**src/rtl/config_master_fsm.sv**
```systemverilog
// config_master_fsm: initiator side of the UART auto-configuration handshake.
// Ports: clk_i, rst_n_i (sync, active-low); start_i/config_i request;
//   rx_fifo_empty_i/rx_data_i/rx_fifo_read_o ack input;
//   tx_fifo_full_i/tx_fifo_write_o/tx_data_o packet output;
//   config_o/config_en_o commit; std_config_o/config_error_o on failure;
//   busy_o/data_stream_mode_o while handshaking.
// Macro CONFIG_MASTER_RETRY_EN: data-phase timeouts resend instead of failing.
module config_master_fsm #(
  parameter int unsigned TIMEOUT_CYCLES = 2_500_000,
  parameter int unsigned MAX_RETRIES    = 3
) (
  input  logic       clk_i,
  input  logic       rst_n_i,
  input  logic       start_i,
  input  logic [5:0] config_i,
  input  logic       rx_fifo_empty_i,
  input  logic [7:0] rx_data_i,
  output logic       rx_fifo_read_o,
  input  logic       tx_fifo_full_i,
  output logic       tx_fifo_write_o,
  output logic [7:0] tx_data_o,
  output logic       data_stream_mode_o,
  output logic       busy_o,
  output logic [5:0] config_o,
  output logic       config_en_o,
  output logic       std_config_o,
  output logic       config_error_o
);

  localparam int unsigned CW =
    (TIMEOUT_CYCLES > 1) ? $clog2(TIMEOUT_CYCLES) : 1;
  localparam logic [CW-1:0] CNT_LAST = CW'(TIMEOUT_CYCLES - 1);
  localparam logic [2:0] RETRY_LIM = 3'(MAX_RETRIES);

`ifdef CONFIG_MASTER_RETRY_EN
  localparam logic DATA_RETRY = 1'b1;
`else
  localparam logic DATA_RETRY = 1'b0;
`endif

  localparam logic [7:0] PKT_REQ = 8'hF0;
  localparam logic [7:0] PKT_ACK = 8'hFF;
  localparam logic [7:0] PKT_DW  = 8'hC0;
  localparam logic [7:0] PKT_PM  = 8'hC4;
  localparam logic [7:0] PKT_SB  = 8'hC8;
  localparam logic [7:0] PKT_END = 8'hCC;

  typedef enum logic [3:0] {
    IDLE, SEND_REQ, WAIT_REQ, SEND_DW, WAIT_DW,
    SEND_PM, WAIT_PM, SEND_SB, WAIT_SB,
    SEND_END, WAIT_END, DONE, FAIL
  } state_e;

  state_e        state_q, state_d;
  logic [CW-1:0] cnt_q, cnt_d;
  logic [2:0]    retry_q, retry_d;
  logic [5:0]    cfg_q, cfg_d;

  state_e        next_s, resend_s;
  logic          is_send, is_wait, can_retry;
  logic [7:0]    pkt;
  logic [CW-1:0] cnt_inc;
  logic [2:0]    retry_inc;
  logic          timeout;
  logic          ack;

  // Saturating counters; the timeout fires in the cycle the count reaches
  // its last value, so a resend lands TIMEOUT_CYCLES after the prior write.
  assign cnt_inc   = (cnt_q == '1) ? cnt_q : cnt_q + CW'(1);
  assign timeout   = (cnt_inc >= CNT_LAST);
  assign retry_inc = (retry_q == 3'd7) ? retry_q : retry_q + 3'd1;
  assign ack       = !rx_fifo_empty_i && (rx_data_i == PKT_ACK);

  always_comb begin
    state_d         = state_q;
    cnt_d           = cnt_q;
    retry_d         = retry_q;
    cfg_d           = cfg_q;
    next_s          = IDLE;
    resend_s        = IDLE;
    is_send         = 1'b0;
    is_wait         = 1'b0;
    can_retry       = 1'b0;
    pkt             = 8'h00;
    rx_fifo_read_o  = 1'b0;
    tx_fifo_write_o = 1'b0;
    tx_data_o       = 8'h00;
    config_en_o     = 1'b0;
    std_config_o    = 1'b0;
    config_error_o  = 1'b0;
    unique case (state_q)
      IDLE: begin
        if (start_i) begin
          cfg_d   = config_i;
          retry_d = '0;
          state_d = SEND_REQ;
        end
      end
      SEND_REQ: begin
        is_send = 1'b1;
        pkt     = PKT_REQ;
        next_s  = WAIT_REQ;
      end
      WAIT_REQ: begin
        is_wait   = 1'b1;
        next_s    = SEND_DW;
        resend_s  = SEND_REQ;
        can_retry = 1'b1;
      end
      SEND_DW: begin
        is_send = 1'b1;
        pkt     = PKT_DW | {6'b0, cfg_q[5:4]};
        next_s  = WAIT_DW;
      end
      WAIT_DW: begin
        is_wait   = 1'b1;
        next_s    = SEND_PM;
        resend_s  = SEND_DW;
        can_retry = DATA_RETRY;
      end
      SEND_PM: begin
        is_send = 1'b1;
        pkt     = PKT_PM | {6'b0, cfg_q[3:2]};
        next_s  = WAIT_PM;
      end
      WAIT_PM: begin
        is_wait   = 1'b1;
        next_s    = SEND_SB;
        resend_s  = SEND_PM;
        can_retry = DATA_RETRY;
      end
      SEND_SB: begin
        is_send = 1'b1;
        pkt     = PKT_SB | {6'b0, cfg_q[1:0]};
        next_s  = WAIT_SB;
      end
      WAIT_SB: begin
        is_wait   = 1'b1;
        next_s    = SEND_END;
        resend_s  = SEND_SB;
        can_retry = DATA_RETRY;
      end
      SEND_END: begin
        is_send = 1'b1;
        pkt     = PKT_END;
        next_s  = WAIT_END;
      end
      WAIT_END: begin
        is_wait   = 1'b1;
        next_s    = DONE;
        resend_s  = SEND_END;
        can_retry = DATA_RETRY;
      end
      DONE: begin
        config_en_o = 1'b1;
        state_d     = IDLE;
      end
      FAIL: begin
        std_config_o   = 1'b1;
        config_error_o = 1'b1;
        state_d        = IDLE;
      end
      default: state_d = IDLE;
    endcase

    if (is_send) begin
      tx_data_o = pkt;
      if (!tx_fifo_full_i) begin
        tx_fifo_write_o = 1'b1;
        cnt_d           = '0;
        state_d         = next_s;
      end
    end

    // An acknowledge in the timeout cycle still wins.
    if (is_wait) begin
      cnt_d          = cnt_inc;
      rx_fifo_read_o = !rx_fifo_empty_i;
      if (ack) begin
        state_d = next_s;
      end else if (timeout) begin
        if (can_retry) begin
          retry_d = retry_inc;
          state_d = (retry_inc < RETRY_LIM) ? resend_s : FAIL;
        end else begin
          state_d = FAIL;
        end
      end
    end
  end

  always_ff @(posedge clk_i) begin
    if (!rst_n_i) begin
      state_q <= IDLE;
      cnt_q   <= '0;
      retry_q <= '0;
      cfg_q   <= '0;
    end else begin
      state_q <= state_d;
      cnt_q   <= cnt_d;
      retry_q <= retry_d;
      cfg_q   <= cfg_d;
    end
  end

  assign busy_o             = (state_q != IDLE);
  assign data_stream_mode_o = busy_o;
  assign config_o           = cfg_q;

endmodule

```
**config.mk**
```make
export PLATFORM = sky130hd
export DESIGN_NAME = config_master_fsm
export DESIGN_NICKNAME = d
export VERILOG_FILES = /design/src/rtl/config_master_fsm.sv
export SDC_FILE = /design/constraint.sdc
export NUM_CORES = 1
export LEC_CHECK = 0
export BUFFER_PORTS_ARGS = -buffer_cell sky130_fd_sc_hd__buf_2
export CAP_MARGIN = 20
export CORE_AREA = 2 2 79 81
export CTS_CLUSTER_DIAMETER = 60
export DETAILED_ROUTE_END_ITERATION = 10
export DIE_AREA = 0 0 81 83
export PLACE_DENSITY = 0.66
export SYNTH_ARGS = -nofsm -noshare
export SYNTH_HDL_FRONTEND = slang
export SYNTH_SLANG_ARGS = --single-unit
```
**constraint.sdc**
```tcl
create_clock -name clk_i -period 4.75 [get_ports clk_i]
set_input_delay 0.475 -clock clk_i [delete_from_list [all_inputs] [get_ports clk_i]]
set_output_delay 0.475 -clock clk_i [all_outputs]
set_load 0.01 [all_outputs]
```
==> results.py <==
metrics = {
    "sta": {
        "rsz0062_at_grt": "no",
        "fin_skew_ns": 0.00599,
        "setup_violations": 0,
        "fin_crit_sh": 0.599,
        "slew_headroom": 0.278,
        "fmax_ghz": 0.351,
        "tns_ns": 0,
        "slew_violations": 0,
        "fin_ws_ns": 1.90,
        "period_needed_ns": 2.85,
        "worstMarginPinSlew_ns": 1.08,
        "final_hold_viol_count": 0,
    },
    "logic_synthesis": {
        "ys_ff_latch": 35,
        "synth_edf_count": 0,
        "synthTopCellsByArea": "dfxtp_1 (26%), nand2_1 (6.8%), a21oi_1 (5.7%), nor2_1 (5.5%), o21ai_0 (4.7%)",
        "netlist_area_um2": 2650,
        "syn_inst": 363,
        "synth_top_area_frac": 0.264,
        "yosys.area.top_type": "dfxtp_1",
        "synthArstFlopShare": 0,
        "synth_fp_nets": 384,
        "yosysWarnings": 0,
        "ys_seq_area_frac": 0.264,
        "syn_avg_cell_area_um2": 7.31,
        "ys_types": 60,
        "ys_dominant_reg_cell": "dfxtp_1",
    },
    "setup_path": {
        "crit_required_ns": 4.97,
        "path_max_fanout": 7,
        "critPathArrivalTime_ns": 3.07,
        "worstSetupPathType": "flop to flop",
        "cp-start-kind": "flop",
        "end_kind": "flop",
        "cp-startpoint": "cnt_q[0]$_SDFFE_PN0P_",
        "r2r-start": "cnt_q[0]$_SDFFE_PN0P_",
    },
    "clock_network": {
        "cts.htree.levels": 2,
        "clkTransAtPathRegs_ns": 0.08,
        "cts-resized-gates": 0,
        "post_cts_buffers": 0,
        "cts_tree": "done",
        "holdBufCountCts": 0,
        "cts_made_buffers": 5,
        "worstSkewPairLatency_ns": 0.30,
        "clockBufferDepth": 2,
        "cts-root-buf": "clkbuf_8",
        "cts_sinks": 35,
    },
    "routing": {
        "via_count": 2666,
        "drcViolationCount": 0,
        "avgViaCountPerCell": 5.85,
        "drtIter0Drc": 178,
        "routed_wire_length_per_instance_um": 14.7,
        "wl_mm": 6.71,
        "antenna_left": 0,
        "firstDrtPassIters": 5,
    },
    "placement": {
        "placed_cell_area_um2": 2810,
        "dpl.hpwl_mm": 4.85,
        "dp_slack_ns": 1.94,
        "place_congestion": 0.876,
        "portBuffers": 39,
        "dp.cells": 448,
    },
    "die": {
        "dieArea_um2": 6720,
        "die_x_um": 81,
        "die_y_um": 83,
        "ios": 40,
        "fp-row-count": 28,
        "initial_utilization": 0.456,
        "floorplan.core_area_um2": 5820,
    },
    "grt": {
        "first_global_vias": 2264,
        "grt_antenna_before_repair": 0,
        "grt-ovfl-total": 0,
        "grt_pass1_wl_mm": 11.1,
        "grt_usage": 0.203,
        "grt_max_degree": 29,
    },
    "layout": {
        "fillers": 575,
        "areaGrowthSynthToFinish_pct": 10.4,
        "diodes": 0,
        "final_common_cell": "nand2_1",
        "nNetsFinal": 401,
        "final_cell_mix": "nand2_1 (48), nor2_1 (39), buf_2 (39)",
        "drive_above_1_share": 0.181,
        "finalNonFillerCells": 456,
        "final_cell_area_um2": 2930,
        "fin_util": 0.504,
    },
    "power": {
        "leakage_nw": 1.09,
        "ir_worst_vdd_mv": 0.218,
        "p_per_area_nw_per_um2": 238,
    },
    "min_path": {
        "hp-class": "input port to flop",
        "hp-start": "config_i[3]",
    },
    "run_status": {
        "status": "finished clean",
    },
    "flow_run": {
        "maxCapViolCount": 0,
    },
}
[worst max-delay path, stage by stage, from the launching register on]
cell and delay, ns:
dfxtp_1 0.44, ha_1 0.29, nand3_2 0.24, nor4_4 0.43, mux2i_1 0.34, o2111ai_1 0.16
o2bb2ai_1 0.18, o211a_1 0.28, or2_1 0.25, o211ai_1 0.18
[power breakdown]
part	total [mW]	internal, mW	switching, mW
Sequential	0.313	0.300	0.0129
Combinational	0.103	0.0382	0.0644
Clock	0.281	0.159	0.122
Total	0.697	0.498	0.199
[cells by family after synthesis]
kind of cell / count (synthesis) / share of synthesized area
flops: 35 / 0.264
mux: 8 / 0.0311
simple gates: 178 / 0.364
xor+xnor: 9 / 0.0297
compound gates: 94 / 0.238
fa+ha+maj: 2 / 0.00943
buf+inv: 37 / 0.0636
[worst paths after layout]
kind                                   end  slack (ns)  cells past startpoint
setup / recovery     retry_q[1]$_SDFF_PN0_        1.90                      9
hold / removal    config_o[3]$_SDFFE_PN0P_        0.42                      3
setup reg to reg     retry_q[1]$_SDFF_PN0_        1.90                      9
hold reg to reg   config_o[3]$_SDFFE_PN0P_        0.48                      2
[cell usage after synthesis, types with 3 or more instances]
| cell type | count |
|---|---|
| nor4_1 | 5 |
| nand2b_1 | 8 |
| or3_1 | 4 |
| o21ai_0 | 25 |
| mux2i_1 | 6 |
| nand2_1 | 48 |
| xnor2_1 | 4 |
| buf_4 | 6 |
| and4_1 | 5 |
| dfxtp_1 | 35 |
| xor2_1 | 5 |
| nor2_1 | 39 |
| nand3_1 | 18 |
| nand4_1 | 6 |
| inv_1 | 6 |
| clkbuf_1 | 18 |
| o2111ai_1 | 4 |
| a311oi_1 | 6 |
| buf_2 | 6 |
| nor3_1 | 13 |
| a22oi_1 | 6 |
| a21oi_1 | 30 |
| and2_1 | 5 |
| nand3b_1 | 3 |
[layout make-up]
type                            instances  area, um^2  share of cell area
Multi-Input combinational cell        291        1790               0.611
Sequential cell                        35         701               0.239
Timing Repair Buffer                   40         203              0.0692
Tap cell                               75        93.8              0.0320
Inverter                                7        26.3             0.00897
Clock inverter                          3        47.5              0.0162
Clock buffer                            5        68.8              0.0235
[layer usage]
layer  wire length (um)  vias to the layer above  track usage  share of wire
met3                364                       11       0.0315          0.054
li1                   -                     1356            -              -
met4                107                        0       0.0693          0.016
met1               3400                     1222        0.313           0.51
met5                  0                        -            0              0
met2               2840                       77        0.280           0.42
[sequential cells by signal, summed over array words and instances (netlist names)]
register / flops
state_q: 4
retry_q: 3
cnt_q: 22
config_o: 6
[stage by stage]
stage,power (mW),hold WS [ns]
detailed placement,0.423,0.467
CTS,0.703,0.420
global route,0.730,0.426
floorplan,0.389,0.445
finish,0.697,0.422
global placement,0.422,0.457
Power figures use the tool's default switching activity.
